[src/rtl/swd_pkg.sv]
// swd_pkg: SWD state encodings, ACK codes, frame positions and header parity shared by host and target
package swd_pkg;
  typedef enum logic [3:0] {
    ST_LOCKOUT = 4'd0,
    ST_IDLE    = 4'd1,
    ST_HDR     = 4'd2,
    ST_TRN1    = 4'd3,
    ST_ACK     = 4'd4,
    ST_DATA_TX = 4'd5,
    ST_TRN2    = 4'd6,
    ST_DATA_RX = 4'd7,
    ST_TRN3    = 4'd8
  } st_e;
  localparam logic [2:0] ACK_OK    = 3'b001;
  localparam logic [2:0] ACK_WAIT  = 3'b010;
  localparam logic [2:0] ACK_FAULT = 3'b100;
  localparam int HDR_END   = 7;
  localparam int DATA_BITS = 32;
  function automatic logic hdr_parity(input logic apndp, input logic rnw, input logic a2, input logic a3);
    return apndp ^ rnw ^ a2 ^ a3;
  endfunction
endpackage

[src/rtl/swd_linereset_det.sv]
// swd_linereset_det: saturating count of consecutive sampled ones with a single line-reset pulse
module swd_linereset_det #(
  parameter int LRST_BITS = 50
) (
  input  logic clk,
  input  logic rst,
  input  logic en,
  input  logic din,
  output logic hit,
  output logic line_reset
);
  localparam int W = $clog2(LRST_BITS + 1);
  logic [W-1:0] cnt;
  assign hit = en & din & (cnt == W'(LRST_BITS - 1));
  always_ff @(posedge clk) begin
    if (rst) begin
      cnt        <= '0;
      line_reset <= 1'b0;
    end else begin
      line_reset <= hit;
      if (en) cnt <= !din ? '0 : (cnt == W'(LRST_BITS)) ? cnt : cnt + 1'b1;
    end
  end
endmodule

[src/rtl/swd_target.sv]
// swd_target: SWD target-side serialiser/deserialiser between SWD pins and a DP/AP register model
module swd_target
  import swd_pkg::*;
#(
  parameter int TURN      = 1,
  parameter int LRST_BITS = 50
) (
  input  logic        clk,
  input  logic        rst,
  input  logic        rising,
  input  logic        falling,
  input  logic        swdi,
  output logic        swdo,
  output logic        swwr,
  output logic        req_valid,
  output logic        req_apndp,
  output logic        req_rnw,
  output logic [1:0]  req_addr32,
  input  logic [2:0]  ack_resp,
  input  logic [31:0] rdata,
  output logic        wr_valid,
  output logic [31:0] wdata,
  output logic        wr_perr,
  output logic        line_reset
);
  typedef struct packed {
    st_e         state;
    logic [5:0]  bc;
    logic [5:0]  hs;
    logic [2:0]  ack;
    logic [31:0] rd;
    logic [31:0] sh;
    logic        par;
    logic        swdo;
    logic        swwr;
    logic        armed;
    logic        req_valid;
    logic        apndp;
    logic        rnw;
    logic [1:0]  addr;
    logic        wr_valid;
    logic [31:0] wdata;
    logic        wr_perr;
  } regs_t;
  regs_t r, n;
  logic hit;
  logic unused_falling;
  assign unused_falling = falling;
  swd_linereset_det #(.LRST_BITS(LRST_BITS)) u_lrst (
    .clk(clk),
    .rst(rst),
    .en(rising & ~r.swwr),
    .din(swdi),
    .hit(hit),
    .line_reset(line_reset)
  );
  always_comb begin
    n = r;
    n.req_valid = 1'b0;
    n.wr_valid = 1'b0;
    if (rising && hit) begin
      n.state = ST_LOCKOUT;
      n.armed = 1'b1;
      n.swdo = 1'b0;
      n.swwr = 1'b0;
    end else if (rising) begin
      case (r.state)
        ST_LOCKOUT: if (r.armed && !swdi) begin
          n.state = ST_IDLE;
          n.armed = 1'b0;
        end
        ST_IDLE: if (swdi) begin
          n.state = ST_HDR;
          n.bc = 6'd1;
        end
        ST_HDR: if (r.bc != 6'(HDR_END)) begin
          n.hs = {swdi, r.hs[5:1]};
          n.bc = r.bc + 6'd1;
        end else if (!r.hs[5] && swdi && r.hs[4] == hdr_parity(r.hs[0], r.hs[1], r.hs[2], r.hs[3])) begin
          n.req_valid = 1'b1;
          n.apndp = r.hs[0];
          n.rnw = r.hs[1];
          n.addr = {r.hs[3], r.hs[2]};
          n.state = ST_TRN1;
          n.bc = '0;
        end else begin
          n.state = ST_LOCKOUT;
        end
        ST_TRN1: if (r.bc == 6'(TURN - 1)) begin
          n.ack = ack_resp;
          n.rd = rdata;
          n.swwr = 1'b1;
          n.swdo = ack_resp[0];
          n.state = ST_ACK;
          n.bc = 6'd1;
        end else begin
          n.bc = r.bc + 6'd1;
        end
        ST_ACK: if (r.bc != 6'd3) begin
          n.swdo = r.ack[r.bc[1:0]];
          n.bc = r.bc + 6'd1;
        end else if (r.ack == ACK_OK && r.rnw) begin
          n.swdo = r.rd[0];
          n.state = ST_DATA_TX;
          n.bc = 6'd1;
        end else begin
          n.swdo = 1'b0;
          n.swwr = 1'b0;
          n.state = ST_TRN2;
          n.bc = '0;
        end
        ST_DATA_TX: if (r.bc < 6'(DATA_BITS)) begin
          n.swdo = r.rd[r.bc[4:0]];
          n.bc = r.bc + 6'd1;
        end else if (r.bc == 6'(DATA_BITS)) begin
          n.swdo = ^r.rd;
          n.bc = r.bc + 6'd1;
        end else begin
          n.swdo = 1'b0;
          n.swwr = 1'b0;
          n.state = ST_TRN3;
          n.bc = '0;
        end
        ST_TRN2: if (r.bc == 6'(TURN - 1)) begin
          n.state = (r.ack == ACK_OK && !r.rnw) ? ST_DATA_RX : ST_IDLE;
          n.bc = '0;
          n.par = 1'b0;
        end else begin
          n.bc = r.bc + 6'd1;
        end
        ST_TRN3: begin
          n.state = (r.bc == 6'(TURN - 1)) ? ST_IDLE : ST_TRN3;
          n.bc = (r.bc == 6'(TURN - 1)) ? '0 : r.bc + 6'd1;
        end
        ST_DATA_RX: if (r.bc != 6'(DATA_BITS)) begin
          n.sh = {swdi, r.sh[31:1]};
          n.par = r.par ^ swdi;
          n.bc = r.bc + 6'd1;
        end else begin
          n.wdata = r.sh;
          n.wr_perr = r.par ^ swdi;
          n.wr_valid = 1'b1;
          n.state = ST_IDLE;
        end
        default: n.state = ST_LOCKOUT;
      endcase
    end
  end
  always_ff @(posedge clk) begin
    if (rst) r <= '0;
    else r <= n;
  end
  assign swdo = r.swdo;
  assign swwr = r.swwr;
  assign req_valid = r.req_valid;
  assign req_apndp = r.apndp;
  assign req_rnw = r.rnw;
  assign req_addr32 = r.addr;
  assign wr_valid = r.wr_valid;
  assign wdata = r.wdata;
  assign wr_perr = r.wr_perr;
endmodule

[config.mk]
export PLATFORM = sky130hd
export DESIGN_NAME = swd_target
export DESIGN_NICKNAME = d
export VERILOG_FILES = /design/src/rtl/swd_pkg.sv /design/src/rtl/swd_linereset_det.sv /design/src/rtl/swd_target.sv
export SDC_FILE = /design/constraint.sdc
export NUM_CORES = 1
export LEC_CHECK = 0
export BUFFER_PORTS_ARGS = -buffer_cell sky130_fd_sc_hd__buf_4
export CAP_MARGIN = 25
export CORE_ASPECT_RATIO = 0.8
export CORE_UTILIZATION = 52
export CTS_BUF_LIST = sky130_fd_sc_hd__clkbuf_16
export DETAILED_ROUTE_END_ITERATION = 12
export PLACE_DENSITY = 0.86
export SKIP_CTS_REPAIR_TIMING = 1
export SLEW_MARGIN = 30
export SYNTH_ARGS = -nofsm -noshare
export SYNTH_HDL_FRONTEND = slang
export SYNTH_SLANG_ARGS = --single-unit
[constraint.sdc]
create_clock -name clk -period 2.74 [get_ports clk]
set_input_delay 0.274 -clock clk [delete_from_list [all_inputs] [get_ports clk]]
set_output_delay 0.274 -clock clk [all_outputs]
set_load 0.03 [all_outputs]
# Word level (Yosys, flattened, before mapping)
# Index checks and enable logic that the tools add are counted.
# word_totals
elab_cells,152
output_inout_bits,42
regBits,133
inputBits,40
# op_classes
muxes,51
bitwise_logic,14
addsub,2
order_cmp,3
reduce_logical,34
eq_ne,29
# ops
op,count
$mux 34,2
$mux 6,10
$pmux 6 s7,1
$mux 40,1
$mux 4,9
$pmux 4 s9,1
$mux 33,1
$reduce_xor 32->1,1
$ne 2x2->1 const B,12
$eq 6x6->1 const B,3
$eq 4x3->1 const B,4
$reduce_and 4->1,4
$mux 5,3
$mux 1,14
$add 6x1->6 const B,2
$mux 10,1
$reduce_and 10->1,1
$reduce_and 5->1,2
$eq 4x2->1 const B,2
$mux 8,1
$reduce_bool 2->1,4
$not 1->1,7
$reduce_and 7->1,1
$reduce_bool 7->1,1
30 further kinds,45

# Longest topological paths before layout
# Gate-level depths: netlist of run 1.
# logic_depth
word_depth,10
depth_mapped,10
ltp_nobuf,8

# Modules after synthesis
# Synthesis of run 1 repeated with hierarchy kept, for this count alone.
# hier_totals
cells_unflattened,796
hier_area_um2,6322.3
# by_module_without_submodules
module,cells_per_inst,n_inst,seq_area_each_um2,area_per_inst_um2
swd_target,748,1,2522.4,5915.7
swd_linereset_det,48,1,140.1,406.6

# Worst setup path before layout of run 1
# OpenSTA, ideal clock, no wires.
# synth_timing
kind,flip-flop to flip-flop
from,register r[116] in the netlist's numbering
to,register r[120] in the netlist's numbering
period_less_slack_ns,2.559
path_stages_with_launch,11
setup_ns,0.067
path_buffers,2
setup_slack_ns,0.181
t_arrival_ns,2.492
t_required_ns,2.673
cell_sequence,dfxtp_1 clkbuf_1 inv_1 ha_1 or4b_4 buf_6 a311oi_2 a21o_2 nor2_2 or4b_4 a21oi_2
# synth_between
elab_chain_len,4
word_cells_on_any_way,18
classes_between,add/sub: 1; order compare: 1; eq/ne: 6; mux: 8; reduce/logical: 2
# synth_rtl
element,line_no,text
start: declaration,swd_target.sv:45,"regs_t r, n;"
start signal: assignment,swd_target.sv:151,else r <= n;
$add 6x1->6 / $eq 6x6->1 (equally long branches),--,
$mux 6,swd_target.sv:115,end else if (r.bc == 6'(DATA_BITS)) begin
$mux 6,swd_target.sv:112,ST_DATA_TX: if (r.bc < 6'(DATA_BITS)) begin
$pmux 6 s7,swd_target.sv:67,case (r.state)
# Several ways; a longest one is shown, not always the timed one. The select of a mux whose other input is x is not followed.
# A chain may end at the register's enable or synchronous reset.

# Worst setup path after layout of run 1
# Same ends and word-level chain as after synthesis.

==> results.yml, run 1 <==
status:
  outcome: "complete, no violations"
placement:
  gp_congestion: 0.932
  io_buffers: 80
  dp_hpwl_um: 9720
  dpl-instance-area_um2: 6910
  place_inst: 972
floorplanning:
  io_pins: 82
  core-area_um2: 11700
  rows: 35
  start_util: 0.545
  dieArea_um2: 12700
  die_height_um: 101
  die_w_um: 126
route:
  vias: 5671
  antenna_left: 0
  route.detailed.drc: 0
  routed_wirelength_um: 14700
  wl_per_cell_um: 14.7
  drt_pass1_iterations: 7
  drt-initial-drc-count: 395
  vias_per_cell: 5.65
cells_and_area:
  final_cells: 1004
  final_design_area_no_fill_um2: 7530
  nets: 888
  layout_commonest_cell: "nand2_1"
  drive_above_1_share: 0.189
  area_growth_pct: 17.7
  final_cell_mix: "nand2_1, dfxtp_1, a21oi_1"
  antenna_cells_inserted: 0
  final_core_util: 0.641
yosys:
  syn_inst: 809
  ys.flop_type: "dfxtp_1"
  synth_top_area_share: 0.416
  synth_top_cell_by_area: "dfxtp_1"
  synth-adder-area-share: 0.00978
  synth_top_family_by_area: "simple AND/OR/NAND/NOR gates"
  ys_warn_count: 0
  syn_area_per_cell_um2: 7.90
  synth_xor_area_frac: 0.0583
  synth_simple_gate_area_frac: 0.238
  synth_seq_area_share: 0.416
  ys_types: 58
  synth-seq-cells: 133
  ys_top_cells_by_area: "dfxtp_1, nand2_1, a21oi_1"
  synthArstFlopShare: 0
  syn_nets: 854
  synth_compound_area_frac: 0.153
  synth.area.mux_share: 0.0409
  mappedNetlistArea_um2: 6390
  synth_edf_count: 0
global_route:
  met2_usage: 0.386
  track_usage: 0.242
  grt_busiest_layer: "met2"
  use_met3: 0.0576
  grt_pass1_wl_um: 24900
  grt_pass1_vias: 5253
  antenna_found_initial: 0
  gr-usage-met1: 0.327
  grt.overflow.total: 0
  grt_start_max_net_pins: 45
timing:
  tns_ns: 0
  relSlewSlack: 0.594
  period_share: 0.900
  rsz0062_at_grt: "false"
  fmax_ghz: 0.405
  hold_violations: 0
  slew_violations: 0
  worstMarginPinSlew_ns: 0.604
  setup_violations: 0
  fin_skew_ns: 0.00806
  worst_hold_slack_ns: 0.108
  period_needed_ns: 2.47
setup_path:
  worstReg2RegStart: "r[116]"
  slowest_stage: "or4b_4"
  crit_top_cell: "or4b_4"
  critPathLaunch: "r[116]"
  cp.arrival_ns: 2.82
  r2r-end: "r[120]"
  path_buf_inv: 1
  cp.depth: 8
  crit_end: "r[120]"
  cp_cell_sequence: "inv_1 -> ha_1 -> or4b_4 -> a311oi_2 -> a21o_2 -> nor2_2 -> or4b_4 -> a21oi_2"
  startpoint_type: "flip-flop"
  worstPathMaxFanout: 8
  worstRegToRegCells: 8
  path_delay_family: "simple AND/OR/NAND/NOR gates"
  critPathCaptureType: "flip-flop"
  cp_data_required_time_ns: 3.09
  criticalPathCategory: "reg -> reg"
  r2r_setup_slack_ns: 0.27
  cpPeakStageDelay_ns: 0.53
clocking:
  clk_pin_slew_ns: 0.06
  htreeDepth: 4
  cts.sinks: 133
  cts-root-buf: "clkbuf_16"
  cts_tree: "yes"
  clk_latency_ns: 0.42
  clockBufferDepth: 2
  cts-buffers-inserted: 17
run:
  cap_violations: 0
power_and_ir_drop:
  p_per_area_nw_per_um2: 588
  irDropWorstVdd_mv: 0.500
  leakagePower_uw: 0.00269
hold_path:
  hold_class: "in -> reg"
metal layers:
metal / routed length (um) / part of all wire
met2: 6790 / 0.46
met4: 144 / 0.0098
met5: 0 / 0
met1: 6850 / 0.46
met3: 948 / 0.064
per-stage QoR:
step	setup WS (ns)	total power, uW
floorplan	0.181	2030
global placement	0.390	2090
detailed placement	0.311	2090
CTS	0.302	4450
global route	0.130	4550
finish	0.273	4430
Yosys cell counts (3+ instances only):
cell type / number
a211oi_1: 4
a21o_1: 3
a21oi_1: 118
a31oi_1: 5
and2_1: 3
and3_1: 3
buf_1: 6
buf_2: 6
buf_4: 34
clkbuf_1: 46
dfxtp_1: 133
ha_1: 5
inv_1: 9
mux2i_1: 7
mux4_2: 8
nand2_1: 192
nand2b_1: 10
nand3_1: 44
nand4_1: 4
nand4b_1: 3
nor2_1: 40
nor2b_1: 6
nor3_1: 6
nor3b_1: 3
nor4_1: 7
nor4b_1: 3
o211ai_1: 5
o21a_1: 3
o21ai_0: 19
xnor2_1: 31
xor2_1: 9
how the worst min path moves through the flow:
stage | startpoint | end | depth (start not counted)
4_1_cts | rdata[12] | r[87] | 3
6_report | rdata[12] | r[87] | 3
3_3_place_gp | r[43] | wdata[0] | 2
5_1_grt | rdata[26] | r[101] | 3
2_1_floorplan | rdata[25] | r[100] | 2
3_5_place_dp | wdata[17] | wdata[17] | 2
flip-flops by register name, indices dropped and copies added, names as in the netlist, 2 cells and up:
signal / cells
req_addr32: 2
u_lrst.cnt: 6
r: 85
wdata: 32
report_power, final:
group          leakage [uW]  internal, uW  switching, uW  total (uW)
clock network      0.000307          1460            925        2380
registers           0.00107          1930           1.28        1940
logic               0.00131          45.5           64.1         110
total               0.00269          3440            991        4430
layout make-up:
class | instances | area (um2)
clock buffer | 17 | 425
clock inverter | 15 | 196
fill | 973 | 4210
inverter | 9 | 33.8
multi-input combinational | 573 | 3210
sequential | 133 | 2660
tap | 148 | 185
timing repair buffer | 109 | 818
worst register-to-register path, cell delays in order, from the launching register on:
cell      delay (ns)
dfxtp_1         0.32
inv_1           0.15
ha_1            0.20
or4b_4          0.53
a311oi_2        0.27
a21o_2          0.22
nor2_2          0.07
or4b_4          0.52
a21oi_2         0.13
logic make-up (layout without fill, tap and decap cells):
group | after synthesis | in the layout
buf+inv | 103 | 150
mux | 16 | 16
flops | 133 | 133
fa+ha+maj | 5 | 5
xor+xnor | 41 | 41
compound gates | 174 | 174
simple gates | 337 | 337
Power figures use the tool's default switching activity.
==> inputs of run 2 (changes only) <==
--- a/config.mk
+++ b/config.mk
@@ -8,10 +8,11 @@
 export BUFFER_PORTS_ARGS = -buffer_cell sky130_fd_sc_hd__buf_4
 export CAP_MARGIN = 25
 export CORE_ASPECT_RATIO = 0.8
+export CORE_MARGIN = 2
 export CORE_UTILIZATION = 52
 export CTS_BUF_LIST = sky130_fd_sc_hd__clkbuf_16
 export DETAILED_ROUTE_END_ITERATION = 12
-export PLACE_DENSITY = 0.86
+export PLACE_DENSITY = 0.83
 export SKIP_CTS_REPAIR_TIMING = 1
 export SLEW_MARGIN = 30
 export SYNTH_ARGS = -nofsm -noshare
==> run 2 against run 1 <==
Critical path type unchanged. Clock-buffer cell count unchanged. Clock power decreased by 5%. Highest routed layer unchanged. Total power decreased by 2.7%. Setup slack improved by 0.011 ns. Via count decreased by 2.3%. Critical path depth decreased by 2.
==> results.yml, run 2 (synthesized netlist as in run 1, its figures left out) <==
hold_path:
  hold_class: "in -> reg"
cells_and_area:
  nets: 889
  antenna_cells_inserted: 0
  fill_cells: 1037
  area_growth_pct: 18.0
  final_cell_mix: "nand2_1, dfxtp_1, a21oi_1"
  drive_above_1_share: 0.189
  largest_reg_flops: 85
  layout_commonest_cell: "nand2_1"
  final_design_area_no_fill_um2: 7550
  final_core_util: 0.625
  final_cells: 1009
  largest-register: "r"
setup_path:
  criticalPathCategory: "reg -> reg"
  cp_data_required_time_ns: 3.08
  critPathCaptureType: "flip-flop"
  worstPathMaxFanout: 12
  startpoint_type: "flip-flop"
  cp.arrival_ns: 2.80
timing:
  rsz0062_at_grt: "false"
  relSlewSlack: 0.603
  hold_violations: 0
  period_share: 0.896
  period_needed_ns: 2.46
  setup_violations: 0
  fmax_ghz: 0.407
  fin_skew_ns: 0.00965
  worstMarginPinSlew_ns: 0.591
  slew_violations: 0
  tns_ns: 0
clocking:
  cts.sinks: 133
  clk_pin_slew_ns: 0.06
  cts_tree: "yes"
  cts-root-buf: "clkbuf_16"
  cts-buffers-inserted: 17
  htreeDepth: 4
  clk_latency_ns: 0.41
  clockBufferDepth: 2
placement:
  gp_congestion: 0.948
  dp_hpwl_um: 9720
  io_buffers: 80
  place_inst: 977
  dpl-instance-area_um2: 6960
route:
  vias_per_cell: 5.49
  drt_pass1_iterations: 6
  antenna_left: 0
  route.detailed.drc: 0
  vias: 5542
  wl_per_cell_um: 14.5
  drt-initial-drc-count: 453
  routed_wirelength_um: 14600
floorplanning:
  core-area_um2: 12100
  io_pins: 82
  rows: 36
  start_util: 0.530
  die_height_um: 103
  die_w_um: 128
  dieArea_um2: 13200
global_route:
  grt_pass1_vias: 4997
  grt.overflow.total: 0
  track_usage: 0.229
  antenna_found_initial: 0
  grt_start_max_net_pins: 70
  grt_pass1_wl_um: 24200
power_and_ir_drop:
  p_per_area_nw_per_um2: 571
  irDropWorstVdd_mv: 0.385
  p_total_uw: 4310
  leakagePower_uw: 0.00269
status:
  outcome: "complete, no violations"
run:
  cap_violations: 0
-- run 2: cell types whose count changed in the layout (fill, tap and decap cells not counted) --
cell	delta
buf_12	+3
buf_4	-2
bufinv_16	-1
clkinv_1	+1
clkinv_2	-1
clkinv_4	-3
clkinvlp_4	+2
inv_6	+4
inv_8	-2
-- run 2: metal layers --
metal  GRT usage  wire length, um  vias to the layer above
met5           0                0                        -
met4      0.0769              136                        0
met3      0.0509              840                       15
met2       0.353             6580                      162
met1       0.322             7050                     2588
li1            -                -                     2777
-- run 2: worst paths after layout --
path                            startpoint         to  slack [ns]  cells past startpoint
worst max register to register      r[112]     r[120]        0.28                      6
worst min-delay path             rdata[10]      r[85]        0.11                      3
worst max-delay path                r[112]     r[120]        0.28                      6
worst min register to register   wdata[17]  wdata[17]        0.45                      2
-- run 2: layout make-up --
cell class	instances	area, um2	share of cell area
Clock inverter	15	166	0.0220
Sequential cell	133	2660	0.353
Multi-Input combinational cell	573	3210	0.425
Clock buffer	17	425	0.0564
Inverter	9	33.8	0.00448
Timing Repair Buffer	110	863	0.114
Tap cell	152	190	0.0252
-- run 2: where the power goes --
group	internal, uW	total [uW]	switching [uW]
sequential	1930	1940	1.21
clock	1360	2260	903
combinational	47.5	112	64.3
-- run 2: worst max-delay path, stage by stage, from the launching register on --
cell      delay [ns]
dfxtp_1         0.36
xnor3_1         0.42
xnor2_1         0.13
nor3b_1         0.32
o2111a_1        0.52
or4b_4          0.52
a21oi_2         0.12
-- run 2: through the flow --
stage / hold slack (ns) / setup slack, ns
after floorplan: 0.421 / 0.181
after global placement: 0.443 / 0.359
after detailed placement: 0.448 / 0.319
after CTS: 0.105 / 0.298
after global routing: 0.112 / 0.142
final: 0.115 / 0.285
